<file path="src/rtl/alu_ctrl_mdu_if.sv">
// Bundle between the ID/EX register and alu_ctrl_mdu: decode fields, M-op
// operands and handshake, plus the decoded control and iterative-unit results.
interface alu_ctrl_mdu_if #(
    parameter int XLEN = 32
);
    logic [2:0]      funct3_i;
    logic [6:0]      funct7_i;
    logic [1:0]      ALUOp_i;
    logic            start_i;
    logic            kill_i;
    logic [XLEN-1:0] src1_i;
    logic [XLEN-1:0] src2_i;
    logic [3:0]      ALUCtrl_o;
    logic            is_mdu_o;
    logic            illegal_o;
    logic            mdu_busy_o;
    logic            mdu_done_o;
    logic [XLEN-1:0] mdu_result_o;

    modport master (
        output funct3_i, funct7_i, ALUOp_i, start_i, kill_i, src1_i, src2_i,
        input  ALUCtrl_o, is_mdu_o, illegal_o, mdu_busy_o, mdu_done_o, mdu_result_o
    );

    modport slave (
        input  funct3_i, funct7_i, ALUOp_i, start_i, kill_i, src1_i, src2_i,
        output ALUCtrl_o, is_mdu_o, illegal_o, mdu_busy_o, mdu_done_o, mdu_result_o
    );
endinterface

</file>
<file path="src/rtl/alu_ctrl_mdu.sv">
// ALU control decoder with RV32M/RV64M decode and an iterative radix-2
// multiply/divide unit (shift-add multiply, restoring divide).
module alu_ctrl_mdu #(
    parameter int XLEN = 32
) (
    input  logic          clk_i,
    input  logic          rst_i,
    alu_ctrl_mdu_if.slave bus
);
    localparam int CNT_W = $clog2(XLEN) + 1;

    typedef enum logic [1:0] {S_IDLE, S_CALC, S_DONE} state_t;

    state_t          state_reg, state_next;
    logic [CNT_W-1:0] cnt_reg;
    logic [2:0]      op_reg;
    logic [XLEN-1:0] hi_reg, lo_reg, b_reg, a_raw_reg, result_reg;
    logic            neg_reg, div0_reg;

    logic [3:0]      alu_ctrl;
    logic            is_mdu, illegal;
    logic            busy, done;

    // ---------------- combinational decode ----------------
    always_comb begin
        alu_ctrl = 4'b1111;
        illegal  = 1'b1;
        is_mdu   = 1'b0;
        case (bus.ALUOp_i)
            2'b00: begin
                alu_ctrl = 4'b0010;
                illegal  = 1'b0;
            end
            2'b01: begin
                case (bus.funct3_i)
                    3'b000:  begin alu_ctrl = 4'b0110; illegal = 1'b0; end
                    3'b001:  begin alu_ctrl = 4'b1001; illegal = 1'b0; end
                    default: ;
                endcase
            end
            2'b11: begin
                illegal = 1'b0;
                case (bus.funct3_i)
                    3'b000:  alu_ctrl = 4'b0010;
                    3'b110:  alu_ctrl = 4'b0001;
                    3'b111:  alu_ctrl = 4'b0000;
                    3'b100:  alu_ctrl = 4'b0111;
                    3'b001:  alu_ctrl = 4'b0100;
                    3'b101:  alu_ctrl = 4'b0101;
                    default: illegal  = 1'b1;
                endcase
            end
            default: begin
                if (bus.funct7_i == 7'b0000000) begin
                    illegal = 1'b0;
                    case (bus.funct3_i)
                        3'b000:  alu_ctrl = 4'b0010;
                        3'b110:  alu_ctrl = 4'b0001;
                        3'b111:  alu_ctrl = 4'b0000;
                        3'b100:  alu_ctrl = 4'b0111;
                        default: illegal  = 1'b1;
                    endcase
                end else if (bus.funct7_i == 7'b0100000 && bus.funct3_i == 3'b000) begin
                    alu_ctrl = 4'b0011;
                    illegal  = 1'b0;
                end else if (bus.funct7_i == 7'b0000001) begin
                    alu_ctrl = 4'b1000;
                    illegal  = 1'b0;
                    is_mdu   = 1'b1;
                end
            end
        endcase
    end

    // ---------------- launch: operand magnitudes and result sign ----------------
    logic            signed_a, signed_b, a_neg, b_neg, launch, launch_neg;
    logic [XLEN-1:0] a_mag, b_mag;

    always_comb begin
        signed_a   = bus.funct3_i[2] ? ~bus.funct3_i[0] : ~(bus.funct3_i[1] & bus.funct3_i[0]);
        signed_b   = bus.funct3_i[2] ? ~bus.funct3_i[0] : ~bus.funct3_i[1];
        a_neg      = signed_a & bus.src1_i[XLEN-1];
        b_neg      = signed_b & bus.src2_i[XLEN-1];
        a_mag      = a_neg ? -bus.src1_i : bus.src1_i;
        b_mag      = b_neg ? -bus.src2_i : bus.src2_i;
        // Remainders take the dividend's sign; everything else the product/quotient sign.
        launch_neg = (bus.funct3_i[2] & bus.funct3_i[1]) ? a_neg : (a_neg ^ b_neg);
        launch     = (state_reg == S_IDLE) && bus.start_i && is_mdu && !bus.kill_i;
    end

    // ---------------- one radix-2 step ----------------
    logic [XLEN:0]     mul_sum, div_shift, div_diff;
    logic [XLEN-1:0]   step_hi, step_lo, final_res;
    logic [2*XLEN-1:0] prod, prod_fix;
    logic              last_step, div_fits;

    always_comb begin
        mul_sum   = {1'b0, hi_reg} + {1'b0, (lo_reg[0] ? b_reg : '0)};
        div_shift = {hi_reg, lo_reg[XLEN-1]};
        div_diff  = div_shift - {1'b0, b_reg};
        div_fits  = ~div_diff[XLEN];
        if (op_reg[2]) begin
            step_hi = div_fits ? div_diff[XLEN-1:0] : div_shift[XLEN-1:0];
            step_lo = {lo_reg[XLEN-2:0], div_fits};
        end else begin
            step_hi = mul_sum[XLEN:1];
            step_lo = {mul_sum[0], lo_reg[XLEN-1:1]};
        end
        last_step = (cnt_reg == CNT_W'(XLEN - 1));

        prod     = {step_hi, step_lo};
        prod_fix = neg_reg ? -prod : prod;
        case (op_reg)
            3'b000:         final_res = prod_fix[XLEN-1:0];
            3'b100, 3'b101: final_res = div0_reg ? '1 : (neg_reg ? -step_lo : step_lo);
            3'b110, 3'b111: final_res = div0_reg ? a_raw_reg : (neg_reg ? -step_hi : step_hi);
            default:        final_res = prod_fix[2*XLEN-1:XLEN];
        endcase
    end

    // ---------------- FSM ----------------
    always_ff @(posedge clk_i or negedge rst_i) begin
        if (!rst_i) state_reg <= S_IDLE;
        else        state_reg <= state_next;
    end

    always_comb begin
        state_next = state_reg;
        if (bus.kill_i) begin
            state_next = S_IDLE;
        end else begin
            case (state_reg)
                S_IDLE:  if (launch) state_next = S_CALC;
                S_CALC:  if (last_step) state_next = S_DONE;
                default: state_next = S_IDLE;
            endcase
        end
    end

    always_comb begin
        busy = (state_reg != S_IDLE);
        done = (state_reg == S_DONE);
    end

    // ---------------- datapath registers ----------------
    always_ff @(posedge clk_i or negedge rst_i) begin
        if (!rst_i) begin
            cnt_reg    <= '0;
            op_reg     <= '0;
            hi_reg     <= '0;
            lo_reg     <= '0;
            b_reg      <= '0;
            a_raw_reg  <= '0;
            neg_reg    <= 1'b0;
            div0_reg   <= 1'b0;
            result_reg <= '0;
        end else if (bus.kill_i) begin
            cnt_reg <= '0;
        end else begin
            case (state_reg)
                S_IDLE: if (launch) begin
                    op_reg    <= bus.funct3_i;
                    hi_reg    <= '0;
                    lo_reg    <= a_mag;
                    b_reg     <= b_mag;
                    a_raw_reg <= bus.src1_i;
                    neg_reg   <= launch_neg;
                    div0_reg  <= (bus.src2_i == '0);
                    cnt_reg   <= '0;
                end
                S_CALC: begin
                    hi_reg <= step_hi;
                    lo_reg <= step_lo;
                    if (last_step) begin
                        cnt_reg    <= '0;
                        result_reg <= final_res;
                    end else begin
                        cnt_reg <= cnt_reg + CNT_W'(1);
                    end
                end
                default: ;
            endcase
        end
    end

    assign bus.ALUCtrl_o    = alu_ctrl;
    assign bus.is_mdu_o     = is_mdu;
    assign bus.illegal_o    = illegal;
    assign bus.mdu_busy_o   = busy;
    assign bus.mdu_done_o   = done;
    assign bus.mdu_result_o = result_reg;
endmodule

</file>
<file path="src/flat_wrapper.sv">
// flat-port wrapper written by rule: the top's interface ports become plain ports
module alu_ctrl_mdu_flat 
#(
    parameter int XLEN = 32
)
  (clk_i, rst_i, bus_funct3_i, bus_funct7_i, bus_ALUOp_i, bus_start_i, bus_kill_i, bus_src1_i, bus_src2_i, bus_ALUCtrl_o, bus_is_mdu_o, bus_illegal_o, bus_mdu_busy_o, bus_mdu_done_o, bus_mdu_result_o);
  alu_ctrl_mdu_if #(.XLEN(XLEN)) bus_i ();
  input  logic clk_i;
  input  logic rst_i;
  input wire logic [$bits(bus_i.funct3_i)-1:0] bus_funct3_i;
  input wire logic [$bits(bus_i.funct7_i)-1:0] bus_funct7_i;
  input wire logic [$bits(bus_i.ALUOp_i)-1:0] bus_ALUOp_i;
  input wire logic [$bits(bus_i.start_i)-1:0] bus_start_i;
  input wire logic [$bits(bus_i.kill_i)-1:0] bus_kill_i;
  input wire logic [$bits(bus_i.src1_i)-1:0] bus_src1_i;
  input wire logic [$bits(bus_i.src2_i)-1:0] bus_src2_i;
  output wire logic [$bits(bus_i.ALUCtrl_o)-1:0] bus_ALUCtrl_o;
  output wire logic [$bits(bus_i.is_mdu_o)-1:0] bus_is_mdu_o;
  output wire logic [$bits(bus_i.illegal_o)-1:0] bus_illegal_o;
  output wire logic [$bits(bus_i.mdu_busy_o)-1:0] bus_mdu_busy_o;
  output wire logic [$bits(bus_i.mdu_done_o)-1:0] bus_mdu_done_o;
  output wire logic [$bits(bus_i.mdu_result_o)-1:0] bus_mdu_result_o;
  assign bus_i.funct3_i = bus_funct3_i;
  assign bus_i.funct7_i = bus_funct7_i;
  assign bus_i.ALUOp_i = bus_ALUOp_i;
  assign bus_i.start_i = bus_start_i;
  assign bus_i.kill_i = bus_kill_i;
  assign bus_i.src1_i = bus_src1_i;
  assign bus_i.src2_i = bus_src2_i;
  assign bus_ALUCtrl_o = bus_i.ALUCtrl_o;
  assign bus_is_mdu_o = bus_i.is_mdu_o;
  assign bus_illegal_o = bus_i.illegal_o;
  assign bus_mdu_busy_o = bus_i.mdu_busy_o;
  assign bus_mdu_done_o = bus_i.mdu_done_o;
  assign bus_mdu_result_o = bus_i.mdu_result_o;
  alu_ctrl_mdu #(.XLEN(XLEN)) u_core (.clk_i(clk_i), .rst_i(rst_i), .bus(bus_i));
endmodule
</file>
<file path="config.mk">
export PLATFORM = sky130hd
export DESIGN_NAME = alu_ctrl_mdu_flat
export DESIGN_NICKNAME = d
export VERILOG_FILES = /design/src/rtl/alu_ctrl_mdu_if.sv /design/src/rtl/alu_ctrl_mdu.sv /design/src/flat_wrapper.sv
export SDC_FILE = /design/constraint.sdc
export NUM_CORES = 1
export LEC_CHECK = 0
export ABC_AREA = 1
export CORE_MARGIN = 1
export CORE_UTILIZATION = 42
export CTS_BUF_LIST = sky130_fd_sc_hd__clkbuf_8
export CTS_CLUSTER_SIZE = 12
export DETAILED_ROUTE_END_ITERATION = 10
export HOLD_SLACK_MARGIN = 0.06
export PLACE_DENSITY = 0.57
export RECOVER_POWER = 50
export SYNTH_ARGS = -nofsm -noshare
export SYNTH_HDL_FRONTEND = slang
export SYNTH_SLANG_ARGS = --single-unit
</file>
<file path="constraint.sdc">
create_clock -name clk_i -period 7.1 [get_ports clk_i]
set_clock_uncertainty 0.05 [all_clocks]
set_input_delay 1.065 -clock clk_i [delete_from_list [all_inputs] [get_ports clk_i]]
set_output_delay 1.065 -clock clk_i [all_outputs]
set_load 0.03 [all_outputs]
</file>
==> flow_results.org, run 1 <==
** Yosys
- Post-Synthesis Cell Area :: 0.0184 mm2
- The average instance in the mapped netlist occupies 5.84 um2.
- Share of async-settable or async-resettable flops after synthesis :: 100%
- Register bit total from synthesis :: 173
- Number of distinct library cells after synthesis :: 62
- Main synth FF type :: dfrtp_1
- Synthesis produced 3150 cells.
- Number of warnings issued by yosys :: 0
- Net count of the mapped netlist :: 3301
- Part of the Yosys area used for sequential elements :: 23.5%
- EDFF count, synth :: 0

** Placement
- Final GP Congestion :: 1.05
- Counting tap cells, the placed design contains a total of 3777 instances.
- Input and output buffers added on the ports amount to 119.
- Detailed placement ended at an HPWL of 63.4 mm.

** Floorplan
- Row generation in the floorplan step produced 76 rows.
- Area enclosed by the die boundary :: 0.0447 mm2
- The floorplan step set the die width to 211 um.
- Floorplan die height :: 211 um
- Initial standard-cell utilization of the core :: 42.6%
- After floorplanning, the core was sized to cover 0.0432 mm2.
- 120 I/O pins were placed.

** Worst setup path
- Slowest Stage Delay on Critical Path :: 0.47 ns
- CP Data Required Time :: 7.54 ns
- By startpoint and endpoint, the worst setup path is classified as flip-flop to flip-flop.
- For the worst setup path, the data arrival time is 5.45 ns.
- The cell that appears most often on the critical path is nand2_1.
- Setup crit start kind :: flip-flop
- Setup crit end kind :: flip-flop
- Slowest cell on crit path :: dfrtp_1
- Along the worst path, the maximum fanout reaches 11.

** CTS
- Worst-case clock buffer depth :: 2
- CTS tree :: built
- TritonCTS created 17 clock buffers.
- The tree is rooted in a clkbuf_8.
- Count of cells resized by post-cts repair :: 0
- Clock Latency Late Sink :: 0.60 ns
- The number of hold buffers added after CTS was 0.
- Reg clk slew, reported paths :: 0.11 ns
- Buffers inserted during post-CTS setup optimization :: 0
- CTS saw 173 sinks.
- Total number of H-tree levels :: 4

** Power and ir drop
- Peak supply drop :: 0.174 mV
- The design draws 4.05 mW.
- Static power due to leakage :: 10.6 nW
- Total power divided by cell area :: 198 mW/mm2

** Route
- After detailed routing, the met2 layer carries 33.1 mm of wire.
- Using the TritonRoute via totals, the vias-per-cell ratio works out to 5.56.
- After detailed routing, the met3 layer carries 7.39 mm of wire.
- For this block, the initial DRC count from the detailed router was 2476.
- The routed design has 79.6 mm of wire.
- Antenna Nets Post-Route :: 0
- First-pass iteration count of the detailed router :: 6
- For this run, design rule violations remaining after detail routing come to 0.
- WL met1 :: 36.8 mm
- Total number of vias :: 21200
- Dividing the detail-routed wire length by the instance count gives 20.9 um.
- Highest metal layer with signal wires :: met5

** Timing
- Unrepaired setup endpoints after global routing :: no
- Final setup viols :: 0
- Sum of negative setup slack :: 0 ns
- Of the available clock period, the critical path in the final layout requires 70.6%.
- Final period demand of the worst path :: 5.01 ns
- Worst hold slack :: 0.431 ns
- Fin. max-slew vios :: 28
- Maximum clock rate :: 0.200 GHz
- Final hold vios :: 0
- At the pin with the least slew margin, the transition time is 2.17 ns.
- Measured against its own limit, the worst slew margin works out to -44.7%.

** Global route
- The first global-routing pass estimated 120 mm of wire.
- The via count of the first global-routing pass was 19700.
- Global routing used 36.2% of the available tracks across all layers.
- Number of antenna violations at the first check in global routing :: 4
- Pin count of the biggest net entering global routing :: 147
- The total overflow left after global routing is 0.

** Run status
- The checks that failed: max-capacitance violations, max-slew violations.
- The flow ran to the end, but the final reports show violations.

** Cells and area
- The number of antenna diodes in the final layout is 0.
- P&R area growth vs syn :: 10.9%
- Count of placed standard cells in the final layout, fillers left out :: 3809
- The library cells used most frequently in the layout, excluding fill and tap cells, are 991 x nand2_1, 453 x inv_1, 340 x nor2_1.
- Leading cell type in the layout, fill and taps excluded :: nand2_1
- Of the cells placed in the final design, the portion with a size suffix greater than 1 is 5.30%.
- Core utilization of the finished layout :: 47.3%
- Final net count :: 3362

** Hold path
- The path class of the tightest hold or removal check is flip-flop to flip-flop.

** Flow run
- Total of max-cap violations :: 1
==> cell usage after synthesis (11+ instances only) <==
cell type / count / area, um2
dfrtp_1: 173 / 4330
nand3_1: 238 / 1190
nor2_2: 23 / 144
o22ai_1: 34 / 213
nor2_1: 341 / 1280
ha_1: 69 / 863
nand3b_1: 21 / 158
inv_1: 454 / 1700
buf_2: 14 / 70.1
o211ai_1: 11 / 82.6
nor3_1: 44 / 220
nand4_1: 18 / 113
inv_2: 13 / 48.8
a21oi_1: 126 / 631
xor2_1: 55 / 482
o21ai_1: 34 / 170
clkbuf_1: 63 / 236
o21ai_0: 236 / 1180
nand2_2: 42 / 263
xnor2_1: 23 / 201
nand2_1: 991 / 3720
==> per-stage QoR <==
stage / worst slack, ns / area (um2)
3_5_place_dp: 2.19 / 20000
6_report: 2.09 / 20400
3_3_place_gp: 2.23 / 20000
2_1_floorplan: 2.89 / 18400
4_1_cts: 2.17 / 20400
5_1_grt: 1.49 / 20400
==> kinds of logic after synthesis <==
group | synth area share, %
buffers and inverters | 12.1
xor gates and xnor gates | 3.71
AOI/OAI and AO/OA | 14.9
and+or+nand+nor | 40.8
adders and majority gates | 4.91
DFF | 23.5
==> routing by layer <==
metal / up-vias / GRT usage, %
li1: 10100 / -
met1: 9948 / 52.7
met2: 972 / 53.2
met3: 118 / 7.31
met4: 6 / 11.4
met5: - / 0
==> report_power, final <==
| group | total, mW | leakage, nW | switching [mW] | internal (mW) |
|---|---|---|---|---|
| combinational | 2.16 | 8.14 | 1.57 | 0.589 |
| clock | 0.760 | 0.199 | 0.468 | 0.292 |
| sequential | 1.13 | 2.25 | 0.0792 | 1.05 |
| total | 4.05 | 10.6 | 2.12 | 1.93 |
==> critical path, delay by kind of cell, from the launching register on <==
kind                     cells  cell delay, ns
flip-flops                   1            0.47
buffers and inverters        5            0.34
AO/OA/AOI/OAI                2            0.44
AND/OR/NAND/NOR             22            3.05
adder cells (fa/ha/maj)      2            0.54
==> path summary, 6_finish.rpt <==
check                      depth (start not counted)                              startpoint                                      end  slack [ns]
min reg2reg                                        2  u_core.bus.mdu_result_o[9]$_DFFE_PN0P_   u_core.bus.mdu_result_o[9]$_DFFE_PN0P_        0.43
max reg2reg                                       31            u_core.b_reg[28]$_DFFE_PN0P_  u_core.bus.mdu_result_o[22]$_DFFE_PN0P_        2.09
max                                               31            u_core.b_reg[28]$_DFFE_PN0P_  u_core.bus.mdu_result_o[22]$_DFFE_PN0P_        2.09
min in group asynchronous                          1                                   rst_i             u_core.b_reg[19]$_DFFE_PN0P_        1.04
min                                                2  u_core.bus.mdu_result_o[9]$_DFFE_PN0P_   u_core.bus.mdu_result_o[9]$_DFFE_PN0P_        0.43
max in group asynchronous                          2                                   rst_i               u_core.neg_reg$_DFFE_PN0P_        4.17
==> final cells by class <==
class / count / area (um2)
Clock buffer: 18 / 248
Clock inverter: 14 / 134
Fill cell: 4741 / 22800
Inverter: 471 / 1770
Multi-Input combinational cell: 2411 / 11900
Sequential cell: 173 / 4330
Tap cell: 585 / 732
Timing Repair Buffer: 137 / 1330
(Power assumes the default switching activity.)
==> run 2: changes to the inputs <==
==> constraint.sdc (replaced) <==
create_clock -name clk_i -period 5.1 [get_ports clk_i]
set_clock_uncertainty 0.05 [all_clocks]
set_input_delay 0.765 -clock clk_i [delete_from_list [all_inputs] [get_ports clk_i]]
set_output_delay 0.765 -clock clk_i [all_outputs]
set_load 0.03 [all_outputs]
==> run 2 against run 1 <==
Highest routed layer unchanged. Critical endpoint is now u_core.bus.mdu_result_o[28]$_DFFE_PN0P_. Cell count rose by 1.5%. Global-route usage rose by 0.37 points. Sequential share of layout area fell by 0.50 points. Critical path depth rose by 3. Register-to-register slack got worse by 1.6 ns. The run still ends with max-capacitance violations, max-slew violations left. First-iteration DRC count fell by 8.9%. Sequential power rose by 39%. Die area did not move.
==> flow_results.org, run 2 (same netlist as run 1, synthesis figures left out) <==
** Timing
- The worst path needs 4.66 ns of the cycle, external delays included.
- Summed over all failing endpoints, the final setup total negative slack is 0 ns.
- Unrepaired setup endpoints after global routing :: no
- Dividing the final minimum period by the clock period gives 91.3%.
- Slew headroom :: -53.7%
- Based on the critical path, the design can be clocked at up to 0.215 GHz.
- Final hold vios :: 0
- For the pin with the worst max-slew slack, the measured transition is 2.31 ns.
- Final setup viols :: 0
- Fin. max-slew vios :: 99

** Run status
- The run finished, with violations left.
- The checks that failed: max-capacitance violations, max-slew violations.

** Route
- In this run, the number of DRC markers left after iteration 0 of detailed routing was 2256.
- Total DRC errors in the routed layout :: 0
- WL/cell :: 20.8 um
- In this run the remaining antenna-violating nets after routing total 0.
- After detailed routing, the number of vias per cell comes to 5.53.
- Total number of vias :: 21400
- The first detailed-routing pass ran for 6 iterations.
- Wires add up to 80.3 mm.

** Global route
- Vias in the first global route :: 20000
- Number of antenna violations at the first check in global routing :: 2
- Entering global routing, the biggest net connects 81 pins.
- In the global route stage, overall resource usage came out at 36.6%.
- Grt ovf :: 0
- The first global-routing pass estimated 121 mm of wire.

** CTS
- The clock net in this run drives a total of 173 sinks.
- Clock Latency Late Sink :: 0.60 ns
- Worst-case clock buffer depth :: 2
- Total CTS buffers :: 17
- Reg clk slew, reported paths :: 0.13 ns
- CTS tree :: built
- The H-tree was split into 4 levels.
- Clock Tree Root :: clkbuf_8

** Worst setup path
- Slowest cell on crit path :: dfrtp_1
- Arr. time, crit path :: 5.12 ns
- R2r setup slk :: 0.44 ns
- Crit Path Max Fanout :: 6
- Setup crit start kind :: flip-flop
- The setup path with the least slack is of type flip-flop to flip-flop.
- Setup crit end kind :: flip-flop
- CP Data Required Time :: 5.56 ns
- Slowest Stage Delay on Critical Path :: 0.36 ns
- Most common cell on crit path :: nand2_1

** Flow run
- Total of max-cap violations :: 3

** Cells and area
- Core utilization of the finished layout :: 48.4%
- The repair_antennas step left the layout with diodes totalling 0.
- The post-route netlist has 7.01% of its cells at a drive strength greater than 1.
- The library cell used most frequently in the layout, excluding fill and tap cells, is nand2_1.
- After the last flow step, the layout net total stands at 3418.
- Compared with the post-synthesis result, the final layout area differs by 13.6%.
- Most used cells in the layout excluding fill and tap cells :: 991 x nand2_1, 453 x inv_1, 339 x nor2_1

** Power and ir drop
- Dividing total power by cell area gives a power density of 277 mW/mm2.
- For this design the static power due to leakage is 10.9 nW.
- Peak supply drop :: 0.234 mV

** Hold path
- Worst hold path class :: input pin to async pin

** Floorplan
- Initial standard-cell utilization of the core :: 42.6%
- The floorplan step set the die width to 211 um.
- The core region is 0.0432 mm2.
- Area enclosed by the die boundary :: 0.0447 mm2
- 120 I/O pins were placed.
- The die is 211 um tall.
- # rows :: 76

** Placement
- Detailed-placement wirelength estimate :: 64.6 mm
- Port buffering added 119 buffers.
- Final GP Congestion :: 1.09
run 2: cell count changes in the layout (fill, tap and decap cells not counted), moves of 2 or more:
cell        delta
nand2_2        -2
nor2_4         +2
clkbuf_1       +2
clkinvlp_4     +2
buf_4         +53
inv_8          +4
inv_6          -3
nand2_4        +2
run 2: worst paths after layout:
kind,start,endpoint,cells past startpoint
max reg2reg,u_core.lo_reg[31]$_DFFE_PN0P_,u_core.bus.mdu_result_o[28]$_DFFE_PN0P_,34
max in group asynchronous,rst_i,u_core.lo_reg[0]$_DFFE_PN0P_,2
max,u_core.lo_reg[31]$_DFFE_PN0P_,u_core.bus.mdu_result_o[28]$_DFFE_PN0P_,34
min in group clk_i,u_core.bus.mdu_result_o[29]$_DFFE_PN0P_,u_core.bus.mdu_result_o[29]$_DFFE_PN0P_,2
min reg2reg,u_core.bus.mdu_result_o[29]$_DFFE_PN0P_,u_core.bus.mdu_result_o[29]$_DFFE_PN0P_,2
min,rst_i,u_core.hi_reg[20]$_DFFE_PN0P_,1
run 2: what timing repair did:
item	in CTS	in global routing
hold buffers	0	0
endpoints found under the setup margin	0	16
setup buffers	0	7
resized for setup	0	11
run 2: per-layer routing:
metal	vias to the layer above	GRT usage, %	part of all wire (%)
met5	-	0	0.016
met4	2	11.5	2.8
met3	120	8.81	9.7
met2	948	54.0	42
met1	10000	52.1	46
li1	10200	-	-
run 2: power by group:
| group | internal [mW] | switching (mW) | leakage [nW] | total, mW |
|---|---|---|---|---|
| clock network | 0.452 | 0.675 | 0.203 | 1.13 |
| logic | 0.903 | 2.19 | 8.44 | 3.09 |
| registers | 1.46 | 0.111 | 2.25 | 1.57 |
run 2: critical path, delay by kind of cell, from the launching register on:
kind / cells / cell delay (ns)
AOI/OAI and AO/OA: 2 / 0.36
xor gates and xnor gates: 1 / 0.17
adders and majority gates: 3 / 0.73
buffers and inverters: 6 / 0.60
DFF: 1 / 0.36
and+or+nand+nor: 22 / 2.29
run 2: through the flow:
stage          power, mW  cell area (um2)  cells  hold WS (ns)  worst slack [ns]
2_1_floorplan       3.48            18400   3150         0.394             0.891
3_3_place_gp        4.58            20400   3826         0.414             0.388
3_5_place_dp        4.58            20400   3826         0.415             0.299
4_1_cts             5.72            20800   3858         0.209             0.276
5_1_grt             6.14            20900   3865         0.223          0.000746
6_report            5.79            20900   3865         0.210             0.445
run 2: cell type report:
class                   count  area, um2
fillers                  4744      22300
multi-input cells        2411      11900
flip-flops and latches    173       4340
inverters                 471       1770
repair buffers            193       1750
well taps                 585        732
clock buffers              17        234
clock inverters            15        180
==> run 3: changes to the inputs <==
==> constraint.sdc (replaced) <==
create_clock -name clk_i -period 6 [get_ports clk_i]
set_clock_uncertainty 0.05 [all_clocks]
set_input_delay 0.9 -clock clk_i [delete_from_list [all_inputs] [get_ports clk_i]]
set_output_delay 0.9 -clock clk_i [all_outputs]
set_load 0.03 [all_outputs]
==> run 3 against run 2 <==
Register-to-register slack improved by 0.54 ns. Largest power group unchanged. Global-route usage down 0.25 points. Worst setup slack better by 0.54 ns. Utilization decreased by 1.0 points. Power shrank 17%. Hold slack gained 0.22 ns. Flip-flop and latch count stayed put. Critical path type unchanged. Sequential power fell by 15%. The run still ends with max-capacitance violations, max-slew violations left. Cell area decreased by 2.2%.
==> flow_results.org, run 3 (same netlist as run 1, synthesis figures left out) <==
** Run status
- The run finished, with violations left.
- The checks that failed: max-capacitance violations, max-slew violations.

** Floorplan
- The die is 211 um tall.
- The floorplan step defined a die boundary enclosing 0.0447 mm2.
- The floorplan step set the die width to 211 um.
- Standard cell core area :: 0.0432 mm2
- The initial utilization of the core area, before any placement, comes to 42.6%.
- The initialized floorplan defines 76 standard-cell rows.
- Top Ports :: 120

** CTS
- After clock tree synthesis, the clock-pin slew on the worst setup and hold paths is 0.14 ns.
- Counting every sink on the clock net gives 173.
- Total number of H-tree levels :: 4
- Count of cells resized by post-cts repair :: 0
- Clock Tree Root :: clkbuf_8
- Buffers inserted during post-CTS setup optimization :: 0
- Clock Latency Late Sink :: 0.60 ns
- In this run the deepest clock path goes through 2 buffers.
- Total CTS buffers :: 17
- The number of hold buffers added after CTS was 0.
- CTS tree :: built

** Global route
- Pin count of the biggest net entering global routing :: 96
- The number of antenna violations at the first check in global routing was 3.
- Vias in the first global route :: 19900
- The first global-routing pass estimated 120 mm of wire.
- Grt ovf :: 0
- Overall routing resource usage :: 36.3%

** Worst setup path
- The worst setup path is captured at a flip-flop.
- Critical path start-end classification :: flip-flop to flip-flop
- CP Data Required Time :: 6.42 ns
- Slowest Stage Delay on Critical Path :: 0.40 ns
- The worst register-to-register path ends at u_core.bus.mdu_result_o[22]$_DFFE_PN0P_.
- Among the stages of the critical path, the cell type that occurs most often is nand2_1.
- Of all nets on the critical path, the largest fanout is 11.
- For the worst flop-to-flop path, the logic depth is 33.
- Setup crit start kind :: flip-flop
- R2r setup slk :: 0.98 ns
- Tracing the worst setup path back leads to its startpoint at u_core.b_reg[19]$_DFFE_PN0P_.
- The critical path ends at u_core.bus.mdu_result_o[22]$_DFFE_PN0P_.
- At the worst endpoint, the arrival time is 5.44 ns.
- Slowest cell on crit path :: dfrtp_1
- Reg2reg start :: u_core.b_reg[19]$_DFFE_PN0P_

** Power and ir drop
- Static power due to leakage :: 10.6 nW
- Total power divided by cell area :: 235 mW/mm2
- Summing internal, switching and leakage power gives 4.81 mW.
- Across the VDD grid, the largest voltage drop is 0.160 mV.

** Timing
- Setup repair after global routing left no endpoint under its margin.
- Dividing the final minimum period by the clock period gives 83.6%.
- Fin. max-slew vios :: 79
- Headroom to the max-slew limit came out at -225%.
- Transition at the pin with the smallest max-transition slack :: 4.87 ns
- Final setup viols :: 0
- Final hold vios :: 0
- Final period demand of the worst path :: 5.02 ns
- Worst hold slack :: 0.430 ns
- Maximum clock rate :: 0.199 GHz
- In the final timing run, aggregate negative setup slack is 0 ns.

** Route
- Violation count after the first detailed-routing iteration :: 2502
- Via density :: 5.55
- Summing over every cut layer, the via total after detailed routing is 21200.
- Once detail routing completed, the nets flagged for antenna violations numbered 0.
- The first detailed-routing pass took 6 iterations.
- Wires add up to 80.2 mm.
- WL/cell :: 21.0 um
- In the routed design, unresolved DRC markers number 0.

** Flow run
- Across the run, the number of max-cap violations was 1.

** Cells and area
- For this run, the number of standard cells in the final layout without fillers is 3817.
- Counting the fill cells in the layout gives 4752.
- Total non-filler cell area in the finished layout :: 0.0205 mm2
- Leading cell type in the layout, fill and taps excluded :: nand2_1
- P&R area growth vs syn :: 11.1%
- Cells with a size suffix above 1 make up 5.48% of the layout.
- The library cells used most frequently in the layout, excluding fill and tap cells, are 991 x nand2_1, 454 x inv_1, 340 x nor2_1.
- Final net count :: 3368

** Hold path
- Worst hold path depth :: 2
- The min-delay analysis places its worst path in the category flip-flop to flip-flop.

** Placement
- # port buffers :: 119
- Final GP Congestion :: 1.03
- Area after DPL :: 0.0201 mm2
- # placed instances :: 3783
- Detailed-placement wirelength estimate :: 64.1 mm
run 3: critical path: cells and delay by family, from the launching register on:
family                     cells  cell delay, ns
DFF                            1            0.40
buffers and inverters          5            0.31
AOI/OAI and AO/OA              2            0.46
adders and majority gates      2            0.54
and+or+nand+nor               24            3.10
run 3: metrics by stage:
stage / setup WS (ns) / utilization, %
detailed placement: 1.09 / 46.5
CTS: 1.01 / 47.4
global route: 0.370 / 47.4
floorplan: 1.79 / -
finish: 0.982 / 47.4
global placement: 1.17 / 46.5
run 3: final cells by class:
type	instances	area, um2	share of cell area (%)
clock buffer	18	248	1.21
sequential	173	4330	21.2
inverter	471	1770	8.64
clock inverter	14	130	0.636
tap	585	732	3.58
antenna	2	5.00	0.0245
multi-input combinational	2411	11900	58.0
timing repair buffer	143	1380	6.73
run 3: worst min-delay path by stage:
stage / start / endpoint / slack (ns)
global placement: u_core.bus.mdu_result_o[29]$_DFFE_PN0P_ / u_core.bus.mdu_result_o[29]$_DFFE_PN0P_ / 0.41
floorplan: u_core.a_raw_reg[11]$_DFFE_PN0P_ / u_core.a_raw_reg[11]$_DFFE_PN0P_ / 0.39
CTS: rst_i / u_core.b_reg[19]$_DFFE_PN0P_ / 0.28
finish: u_core.bus.mdu_result_o[7]$_DFFE_PN0P_ / u_core.bus.mdu_result_o[7]$_DFFE_PN0P_ / 0.43
detailed placement: u_core.bus.mdu_result_o[7]$_DFFE_PN0P_ / u_core.bus.mdu_result_o[7]$_DFFE_PN0P_ / 0.42
global route: u_core.bus.mdu_result_o[30]$_DFFE_PN0P_ / u_core.bus.mdu_result_o[30]$_DFFE_PN0P_ / 0.45
run 3: metal layers:
| metal | track usage [%] | up-vias | part of all wire, % |
|---|---|---|---|
| met5 | 0 | - | 0.0087 |
| met4 | 11.9 | 2 | 3.1 |
| met3 | 9.36 | 132 | 11 |
| met2 | 52.9 | 1024 | 41 |
| met1 | 51.7 | 9869 | 45 |
| li1 | - | 10200 | - |
run 3: power by group:
part | switching [mW] | internal, mW
clock | 0.576 | 0.314
sequential | 0.0942 | 1.24
combinational | 1.88 | 0.705
